**src/rtl/urv_mem_arbiter_pkg.sv**
```systemverilog
// urv_mem_arbiter_pkg
// Shared types for the uRV memory arbiter: FSM state encoding, request
// kinds, grant-owner constants and the packed payload that the data port
// buffer holds.
package urv_mem_arbiter_pkg;

  // Arbiter FSM: IDLE grants an access, WAIT covers the RAM read latency.
  typedef enum logic {
    IDLE = 1'b0,
    WAIT = 1'b1
  } state_e;

  // Kind of access held in a request buffer.
  typedef enum logic [1:0] {
    FETCH = 2'd0,
    LOAD  = 2'd1,
    STORE = 2'd2
  } req_kind_e;

  // Which port owns (or last owned) the RAM bank.
  typedef enum logic {
    INSTR = 1'b0,
    DATA  = 1'b1
  } owner_e;

  // Everything the data port must remember between its request pulse and
  // its grant.
  typedef struct packed {
    logic [31:0] addr;
    logic [31:0] wdata;
    logic [3:0]  lanes;
    req_kind_e   kind;
  } data_req_t;

  localparam int DATA_REQ_W = $bits(data_req_t);

endpackage

```
**src/rtl/urv_req_buffer.sv**
```systemverilog
// urv_req_buffer
// One-entry request capture register with a full flag. The owner only
// asserts load while the entry is empty and clear while it is full.
//   clk_i, rst_i : clock, synchronous active-low reset
//   load         : capture load_data and mark the entry full
//   load_data    : request payload
//   clear        : entry was granted, mark it empty
//   full         : entry holds a pending request
//   data         : pending request payload
module urv_req_buffer #(
  parameter int WIDTH = 32
) (
  input  logic             clk_i,
  input  logic             rst_i,
  input  logic             load,
  input  logic [WIDTH-1:0] load_data,
  input  logic             clear,
  output logic             full,
  output logic [WIDTH-1:0] data
);

  always_ff @(posedge clk_i) begin
    if (!rst_i) begin
      full <= 1'b0;
      data <= '0;
    end else if (load) begin
      full <= 1'b1;
      data <= load_data;
    end else if (clear) begin
      full <= 1'b0;
    end
  end

endmodule

```
**src/rtl/urv_mem_arbiter.sv**
```systemverilog
// urv_mem_arbiter
// Shares one single-port, byte-lane RAM bank between the uRV fetch port and
// the data load/store port with round-robin arbitration, and decodes one
// memory-mapped I/O word on the data port.
//   clk_i, rst_i          : clock, synchronous active-low reset
//   im_req_i/im_addr_i    : fetch request pulse and byte address
//   im_data_o/im_valid_o  : fetched word (held) and its completion pulse
//   dm_load_i/dm_store_i  : data request pulses (store wins if both)
//   dm_addr_i, dm_data_s_i, dm_data_select_i : data address, store data, lanes
//   dm_data_l_o           : load result (held)
//   dm_load_done_o, dm_store_done_o : completion pulses
//   dm_ready_o            : data buffer empty and no data access in flight
//   ram_*                 : shared RAM bank interface
//   io_we_o, io_wdata_o, io_rdata_i : I/O word interface
module urv_mem_arbiter
  import urv_mem_arbiter_pkg::*;
#(
  parameter int          ADDR_W      = 10,
  parameter int          RAM_LATENCY = 1,
  parameter logic [31:0] IO_ADDR     = 32'h1000_0000
) (
  input  logic              clk_i,
  input  logic              rst_i,
  input  logic              im_req_i,
  input  logic [31:0]       im_addr_i,
  output logic [31:0]       im_data_o,
  output logic              im_valid_o,
  input  logic              dm_load_i,
  input  logic              dm_store_i,
  input  logic [31:0]       dm_addr_i,
  input  logic [31:0]       dm_data_s_i,
  input  logic [3:0]        dm_data_select_i,
  output logic [31:0]       dm_data_l_o,
  output logic              dm_load_done_o,
  output logic              dm_store_done_o,
  output logic              dm_ready_o,
  output logic [ADDR_W-1:0] ram_addr_o,
  output logic [31:0]       ram_di_o,
  output logic [3:0]        ram_we_o,
  output logic              ram_ce_o,
  input  logic [31:0]       ram_do_i,
  output logic              io_we_o,
  output logic [31:0]       io_wdata_o,
  input  logic [31:0]       io_rdata_i
);

  // WAIT lasts RAM_LATENCY cycles; the counter runs 0 .. RAM_LATENCY-1.
  localparam logic [1:0] LAST_CNT = 2'(RAM_LATENCY - 1);

  logic              im_full;
  logic              dm_full;
  logic [31:0]       im_q;
  data_req_t         dm_q;
  data_req_t         dm_new;

  state_e            state_q;
  owner_e            owner_q;
  owner_e            last_grant_q;
  logic [1:0]        cnt_q;
  logic [ADDR_W-1:0] ram_addr_q;

  logic              im_accept;
  logic              dm_accept;
  logic              grant_any;
  logic              grant_data;
  logic              grant_instr;
  logic              grant_io;
  logic              grant_store;
  logic              grant_read;
  logic              wait_done;
  logic              dm_full_next;
  logic              dm_busy_next;
  logic [31:0]       sel_addr;
  logic              unused_addr_bits;

  // A request is only taken when its port has nothing pending or in flight;
  // anything else is a protocol error and is dropped.
  assign im_accept = im_req_i && !im_full && !(state_q == WAIT && owner_q == INSTR);
  assign dm_accept = (dm_load_i || dm_store_i) && !dm_full &&
                     !(state_q == WAIT && owner_q == DATA);

  assign dm_new = '{addr:  dm_addr_i,
                    wdata: dm_data_s_i,
                    lanes: dm_data_select_i,
                    kind:  dm_store_i ? STORE : LOAD};

  urv_req_buffer #(.WIDTH(32)) u_im_buf (
    .clk_i     (clk_i),
    .rst_i     (rst_i),
    .load      (im_accept),
    .load_data (im_addr_i),
    .clear     (grant_instr),
    .full      (im_full),
    .data      (im_q)
  );

  urv_req_buffer #(.WIDTH(DATA_REQ_W)) u_dm_buf (
    .clk_i     (clk_i),
    .rst_i     (rst_i),
    .load      (dm_accept),
    .load_data (dm_new),
    .clear     (grant_data),
    .full      (dm_full),
    .data      (dm_q)
  );

  // Grant decision: when both buffers are pending, the port that did not
  // win last time goes first. Fetches never decode the I/O word.
  always_comb begin
    grant_any   = (state_q == IDLE) && (im_full || dm_full);
    grant_data  = grant_any && dm_full && (!im_full || last_grant_q == INSTR);
    grant_instr = grant_any && !grant_data;
    sel_addr    = grant_data ? dm_q.addr : im_q;
    grant_io    = grant_data && (dm_q.addr == IO_ADDR);
    grant_store = grant_data && (dm_q.kind == STORE);
    grant_read  = grant_any && !grant_io && !grant_store;
    wait_done   = (state_q == WAIT) && (cnt_q == LAST_CNT);
  end

  // Next-cycle view of the data port, registered into dm_ready_o.
  assign dm_full_next = dm_accept || (dm_full && !grant_data);
  assign dm_busy_next = (grant_read && grant_data) ||
                        (state_q == WAIT && owner_q == DATA && !wait_done);

  // Bits outside the word index are deliberately ignored (aliasing).
  assign unused_addr_bits = ^{sel_addr[31:ADDR_W+2], sel_addr[1:0]};

  // The grant cycle drives the RAM straight from the buffer; WAIT and idle
  // cycles replay the registered address.
  assign ram_addr_o = (grant_any && !grant_io) ? sel_addr[ADDR_W+1:2] : ram_addr_q;
  assign ram_ce_o   = (grant_any && !grant_io) || (state_q == WAIT);
  assign ram_we_o   = (grant_store && !grant_io) ? dm_q.lanes : 4'b0000;
  assign ram_di_o   = dm_q.wdata;
  assign io_we_o    = grant_store && grant_io;
  assign io_wdata_o = dm_q.wdata;

  // Stores and I/O finish in the grant cycle and stay in IDLE; RAM reads
  // park in WAIT until ram_do_i is valid, then capture and pulse done.
  always_ff @(posedge clk_i) begin
    if (!rst_i) begin
      state_q         <= IDLE;
      owner_q         <= INSTR;
      last_grant_q    <= INSTR;
      cnt_q           <= 2'd0;
      ram_addr_q      <= '0;
      im_data_o       <= 32'd0;
      im_valid_o      <= 1'b0;
      dm_data_l_o     <= 32'd0;
      dm_load_done_o  <= 1'b0;
      dm_store_done_o <= 1'b0;
      dm_ready_o      <= 1'b1;
    end else begin
      im_valid_o      <= 1'b0;
      dm_load_done_o  <= 1'b0;
      dm_store_done_o <= 1'b0;
      dm_ready_o      <= !dm_full_next && !dm_busy_next;
      case (state_q)
        IDLE: begin
          if (grant_any) begin
            last_grant_q <= grant_data ? DATA : INSTR;
            if (!grant_io) begin
              ram_addr_q <= sel_addr[ADDR_W+1:2];
            end
            if (grant_store) begin
              dm_store_done_o <= 1'b1;
            end else if (grant_io) begin
              dm_load_done_o <= 1'b1;
              dm_data_l_o    <= io_rdata_i;
            end else begin
              state_q <= WAIT;
              owner_q <= grant_data ? DATA : INSTR;
              cnt_q   <= 2'd0;
            end
          end
        end
        WAIT: begin
          if (cnt_q == LAST_CNT) begin
            state_q <= IDLE;
            if (owner_q == DATA) begin
              dm_data_l_o    <= ram_do_i;
              dm_load_done_o <= 1'b1;
            end else begin
              im_data_o  <= ram_do_i;
              im_valid_o <= 1'b1;
            end
          end else begin
            cnt_q <= cnt_q + 2'd1;
          end
        end
        default: state_q <= IDLE;
      endcase
    end
  end

endmodule

```
**config.mk**
```make
export PLATFORM = sky130hd
export DESIGN_NAME = urv_mem_arbiter
export DESIGN_NICKNAME = d
export VERILOG_FILES = /design/src/rtl/urv_mem_arbiter_pkg.sv /design/src/rtl/urv_req_buffer.sv /design/src/rtl/urv_mem_arbiter.sv
export SDC_FILE = /design/constraint.sdc
export NUM_CORES = 1
export LEC_CHECK = 0
export ABC_AREA = 0
export ABC_CLOCK_PERIOD_IN_PS = 2100
export CORE_UTILIZATION = 42
export DETAILED_ROUTE_END_ITERATION = 10
export PLACE_DENSITY = 0.81
export SYNTH_ARGS = -nofsm -noshare
export SYNTH_HDL_FRONTEND = slang
export SYNTH_SLANG_ARGS = --single-unit
```
**constraint.sdc**
```tcl
create_clock -name clk_i -period 2.1 [get_ports clk_i]
set_input_delay 0.21 -clock clk_i [delete_from_list [all_inputs] [get_ports clk_i]]
set_output_delay 0.21 -clock clk_i [all_outputs]
set_load 0.005 [all_outputs]
```
Yosys cells after proc, flatten, opt, wreduce, memory -nomap -nowiden
Index checks and enable logic that the tools add are counted.

storage, ports and cells
  flip-flop bits (word level) = 167
  output and inout bits = 148
  bits of input ports = 169
  word-level logic and storage cells = 113

cells by class
  reduce and logical (&&, ||, !) cells = 48
  bitwise operators = 7
  eq/ne operators = 9
  multiplexer cells = 33
  add/subtract/negate cells = 1

operator list
  operator                                                                 number
  32-bit two-way mux                                                       5
  32-bit one-hot mux with 2 select lines                                   1
  32-bit by 29-bit equality test with 1-bit output, second input constant  1
  1-bit logical AND                                                        21
  1-bit two-way mux                                                        16
  12-bit two-way mux                                                       1
  1-bit zero test                                                          10
  10-bit two-way mux                                                       1
  2-bit two-way mux                                                        5
  2-bit inequality test, second input constant                             5
  3-bit AND reduction                                                      3
  4-bit AND reduction                                                      2
  1-bit inverter                                                           7
  1-bit logical OR                                                         6
  5-bit AND reduction                                                      1
  4-bit two-way mux                                                        1
  2-bit by 1-bit inequality test with 1-bit output, second input constant  2
  1-bit one-hot mux with 2 select lines                                    2
  2-bit one-hot mux with 2 select lines                                    1
  2-bit nonzero test                                                       2
  3-bit OR reduction                                                       1
  2-bit by 1-bit adder with 2-bit output, second input constant            1
  2-bit equality test, second input constant                               1
  2-bit zero test                                                          1
  2-bit AND reduction                                                      1

Longest topological paths before layout
  word-level depth = 12
  gate-level depth with buffers = 8

By module
A second synthesis with hierarchy kept.

unflattened totals
  cells, all modules = 806
  area, all modules = 8,181.6 um^2

modules (own cells, without submodules)
  module                      times used  sequential area each (um^2)  area an instance (um^2)  cells each
  urv_mem_arbiter             1           1,661.6                      4,187.8                  472
  urv_req_buffer at u_dm_buf  1           1,421.4                      2,716.4                  228
  urv_req_buffer at u_im_buf  1           660.6                        1,277.5                  106

Worst setup path before layout
OpenSTA, ideal clock, no wires.

  kind = register -> output
  start = register u_dm_buf.data[51]
  end = output ram_we_o[0]
  arrival = 1,711 ps
  cell stages (with the launch flop) = 7
  path slack = 179 ps
  path through = dfxtp_1 -> or4_4 -> nor4_1 -> and3_1 -> buf_2 -> nor2_1 -> and2_1

on the way
  cells in the longest elaborated chain, start to end = 5

ends and longest elaborated chain
  item                                              RTL line                text
  start, declared                                   urv_req_buffer.sv:19    output logic [WIDTH-1:0] data
  start signal, assigned                            urv_req_buffer.sv:28    data <= load_data;
  32-bit by 29-bit equality test with 1-bit output  urv_mem_arbiter.sv:114  grant_io = grant_data && (dm_q.addr == IO_ADDR);
  1-bit logical AND                                 urv_mem_arbiter.sv:114
  1-bit zero test                                   n/a
  1-bit logical AND                                 urv_mem_arbiter.sv:132  assign ram_we_o = (grant_store && !grant_io) ? dm_q.lanes : 4'b0000;
  4-bit two-way mux                                 urv_mem_arbiter.sv:132
  end, declared                                     urv_mem_arbiter.sv:39   output logic [3:0] ram_we_o,

Every way passes these cells.

Worst setup path after layout
  start = register u_dm_buf.data[51]
  end = output ram_addr_o[2]

on the way
  cells in the longest elaborated chain, start to end = 5

ends and longest elaborated chain
  item                                              RTL line                text
  32-bit by 29-bit equality test with 1-bit output  urv_mem_arbiter.sv:114
  1-bit logical AND                                 urv_mem_arbiter.sv:114
  1-bit zero test                                   n/a
  1-bit logical AND                                 urv_mem_arbiter.sv:130  assign ram_addr_o = (grant_any && !grant_io) ? sel_addr[ADDR_W+1:2] : ram_addr_q;
  10-bit two-way mux                                urv_mem_arbiter.sv:130
  end, declared                                     urv_mem_arbiter.sv:37   output logic [ADDR_W-1:0] ram_addr_o,

Every way passes these cells.

==> reports/metrics.yaml <==
use_met2: 0.4512
fin_ws_ns: -0.4298
seq_area_frac_synth: 0.4711
fin_skew_ns: 0.007871
fin_crit_sh: 1.205
rows: 46
fin_crit_ns: 2.530
route.vias.total: 6958
finalHoldViolations: 0
ys_top_cells_by_area: "dfxtp_1 (47%), nand2_1 (12%), a21oi_1 (8.1%)"
switchingPower_mw: 2.363
diodes: 0
layout_common_cells: "clkdlybuf4s50_1 (278), nand2_1 (219), dfxtp_1 (161)"
synth_area_sq_um: 7012
yosysUniqueCellTypes: 39
drv_cap: 0
hp-class: "in -> reg"
place_inst: 1277
hp-start: "dm_addr_i[29]"
numCtsBuffers: 17
start_util: 0.4351
syn_inst: 842
dominantRegCellSynth: "dfxtp_1"
core_area_sq_um: 16120
grtUsageMet1: 0.3121
hpwl_mm: 15.02
tightest_slew_ns: 0.6393
p_per_area_nw_per_um2: 767.4
htreeDepth: 4
detail-route-antenna-nets: 0
synth_edf_count: 0
crit_required_ns: 1.89
slew_viol_final: 0
cts_tree: "built"
fp.dieW_um: 131.2
rr_worst_depth: 11
firstDrtPassIters: 4
root_buffer: "clkbuf_16"
grt_pass1_wl_mm: 35.73
die_area_sq_um: 17210
drive_gt1_frac: 0.1625
p_clk_frac: 0.339
max_freq_mhz: 395.3
crit_family: "simple AND/OR/NAND/NOR gates"
io_buffers: 294
grt_overflow: 0
crit_path_cell_trace: "or4_4, nor4_4, and3_4, buf_6, buf_6, o21ai_4, nand2_1, buf_2"
gp_routability_congestion: 0.8355
utilization: 0.6893
antenna_found_initial: 0
crit_fanout: 5
fill_cells: 1241
syn2layout_area_growth_pct: 58.42
crit_path_start_kind: "flip-flop"
final_common_cell: "clkdlybuf4s50_1"
clk_latency_ns: 0.42
synth_top_area_cell: "dfxtp_1"
violations: "negative setup slack"
cts.sink_count: 165
min_to: "u_dm_buf.data[67]$_SDFFE_PN0P_"
first_iter_violations: 486
grt_max_degree: 71
rsz0062_at_grt: "true"
ir_drop_mv: 0.5485
seqPwrFrac: 0.413
power.static_leakage_nw: 4.218
rrSetupSlack_ns: -0.33
r2r_start: "u_dm_buf.data[51]$_SDFFE_PN0P_"
ys_warn_count: 0
end_kind: "output pin"
cpPeakStageDelay_ns: 0.55
whs_path_depth: 3
wirelength_mm: 23.46
maxSlewHeadroom: 0.5738
ys_seq_elements: 165
pre_cts_slack_ns: -0.3728
crit_buf_inv: 3
p_comb_frac: 0.248
async_flop_share: 0
p_int_mw: 6.162
busiest_layer: "met2"
cts_buffer_depth: 2
nNetsFinal: 1273
syn-num-nets: 1012
syn_avg_cell_area_sq_um: 8.327
status: "finished, violations left"
path_clk_slew_ns: 0.06
vias_per_cell: 5.232
crit_arrival_ns: 2.32
grtUsageTotal: 0.2627
drc_errors: 0
synth_top_area_share: 0.4711
grt_pass1_vias: 6694
wl_per_cell_um: 17.64
fp.dieH_um: 131.2
setup_viol: 49
crit_top_cell: "buf_6"
setup_tns_ns: -13.50
netSwitchingFraction: 0.2771
r2r-end: "dm_data_l_o[29]$_SDFFE_PN0P_"
pin_count: 317
grt_util_met3: 0.05170
critical_path_class: "reg -> out"
final_cell_count_no_fill: 1330
critical_path.slowest_cell: "or4_4"
cells in the mapped netlist (3+ instances only):
cell	n
a21oi_1	113
nand3_1	14
o21ai_0	11
nand2_1	220
nor4_1	9
inv_1	3
buf_4	68
and3_1	3
mux2_2	10
a211oi_1	33
a31oi_1	32
and2_1	7
or4_1	3
nor2_1	23
clkbuf_1	49
buf_6	3
dfxtp_1	165
buf_1	4
mux2i_1	42
buf_2	5
how the worst max path moves through the flow:
stage                                        start  cells after the start            end  slack (ns)
finish              u_dm_buf.data[51]$_SDFFE_PN0P_                      8  ram_addr_o[2]       -0.43
global route        u_dm_buf.data[51]$_SDFFE_PN0P_                      8  ram_addr_o[2]       -0.50
CTS                 u_dm_buf.data[57]$_SDFFE_PN0P_                      9  ram_addr_o[2]       -0.45
detailed placement  u_dm_buf.data[51]$_SDFFE_PN0P_                      7    ram_we_o[3]       -0.37
global placement    u_dm_buf.data[51]$_SDFFE_PN0P_                      7    ram_we_o[3]       -0.35
floorplan           u_dm_buf.data[51]$_SDFFE_PN0P_                      6    ram_we_o[0]        0.18
layout make-up:
cell class	count	area, sq um	area share
clock buffer	20	446.7	0.04021
clock inverter	10	83.83	0.007547
inverter	4	17.52	0.001577
multi-input combinational	544	3209	0.2889
sequential	165	3308	0.2978
tap	216	270.3	0.02433
timing repair buffer	371	3772	0.3396
kinds of logic after synthesis:
group,after synthesis,share of synthesized area
flip-flops,165,0.4711
adder cells (fa/ha/maj),1,0.001784
AND/OR/NAND/NOR,292,0.1754
multiplexers,52,0.07602
AO/OA/AOI/OAI,199,0.1640
buffers and inverters,133,0.1117
worst register-to-register path: stages, from the launching register on:
cell,delay [ns]
dfxtp_2,0.32
or4_4,0.55
buf_4,0.15
buf_6,0.10
buf_6,0.10
nor4_4,0.13
a41o_2,0.27
buf_8,0.14
buf_12,0.12
buf_16,0.13
a31oi_1,0.09
a211oi_1,0.23
routing by layer:
layer / vias to the layer above / wire length (um)
met5: - / 0
met4: 0 / 928
met3: 69 / 1196
met2: 284 / 11800
met1: 3267 / 9532
li1: 3338 / -
power by group through the flow:
stage	Combinational, mW	Clock [mW]	Sequential (mW)
after floorplan	0.940	0	3.57
after detailed placement	1.90	0	3.58
after global routing	2.25	3.07	3.55
final	2.11	2.89	3.52
after CTS	2.04	2.93	3.52
after global placement	1.86	0	3.57
metrics by stage:
step / area, sq um / power (mW) / hold slack [ns]
finish: 11110 / 8.525 / 0.3330
floorplan: 7012 / 4.508 / 0.3460
global route: 11110 / 8.865 / 0.3311
global placement: 10010 / 5.429 / 0.4411
detailed placement: 10010 / 5.474 / 0.4443
CTS: 10940 / 8.489 / 0.3195
registers in the layout, indices dropped and copies added (netlist names):
signal	cells
ram_addr_q	10
state_q	1
u_im_buf.full	1
dm_data_l_o	32
u_dm_buf.full	1
u_im_buf.data	10
last_grant_q	1
u_dm_buf.data	70
dm_load_done_o	1
cnt_q	2
im_data_o	32
owner_q	1
dm_ready_o	1
im_valid_o	1
dm_store_done_o	1
what timing repair did:
| item | CTS | global route |
|---|---|---|
| setup buffers | 13 | 5 |
| gates resized for setup | 127 | 24 |
| endpoints found under the setup margin | 49 | 51 |
| pin swaps | 72 | 17 |
| gates cloned | 5 | 3 |
| hold buffers | 0 | 0 |
(Power assumes the default switching activity.)
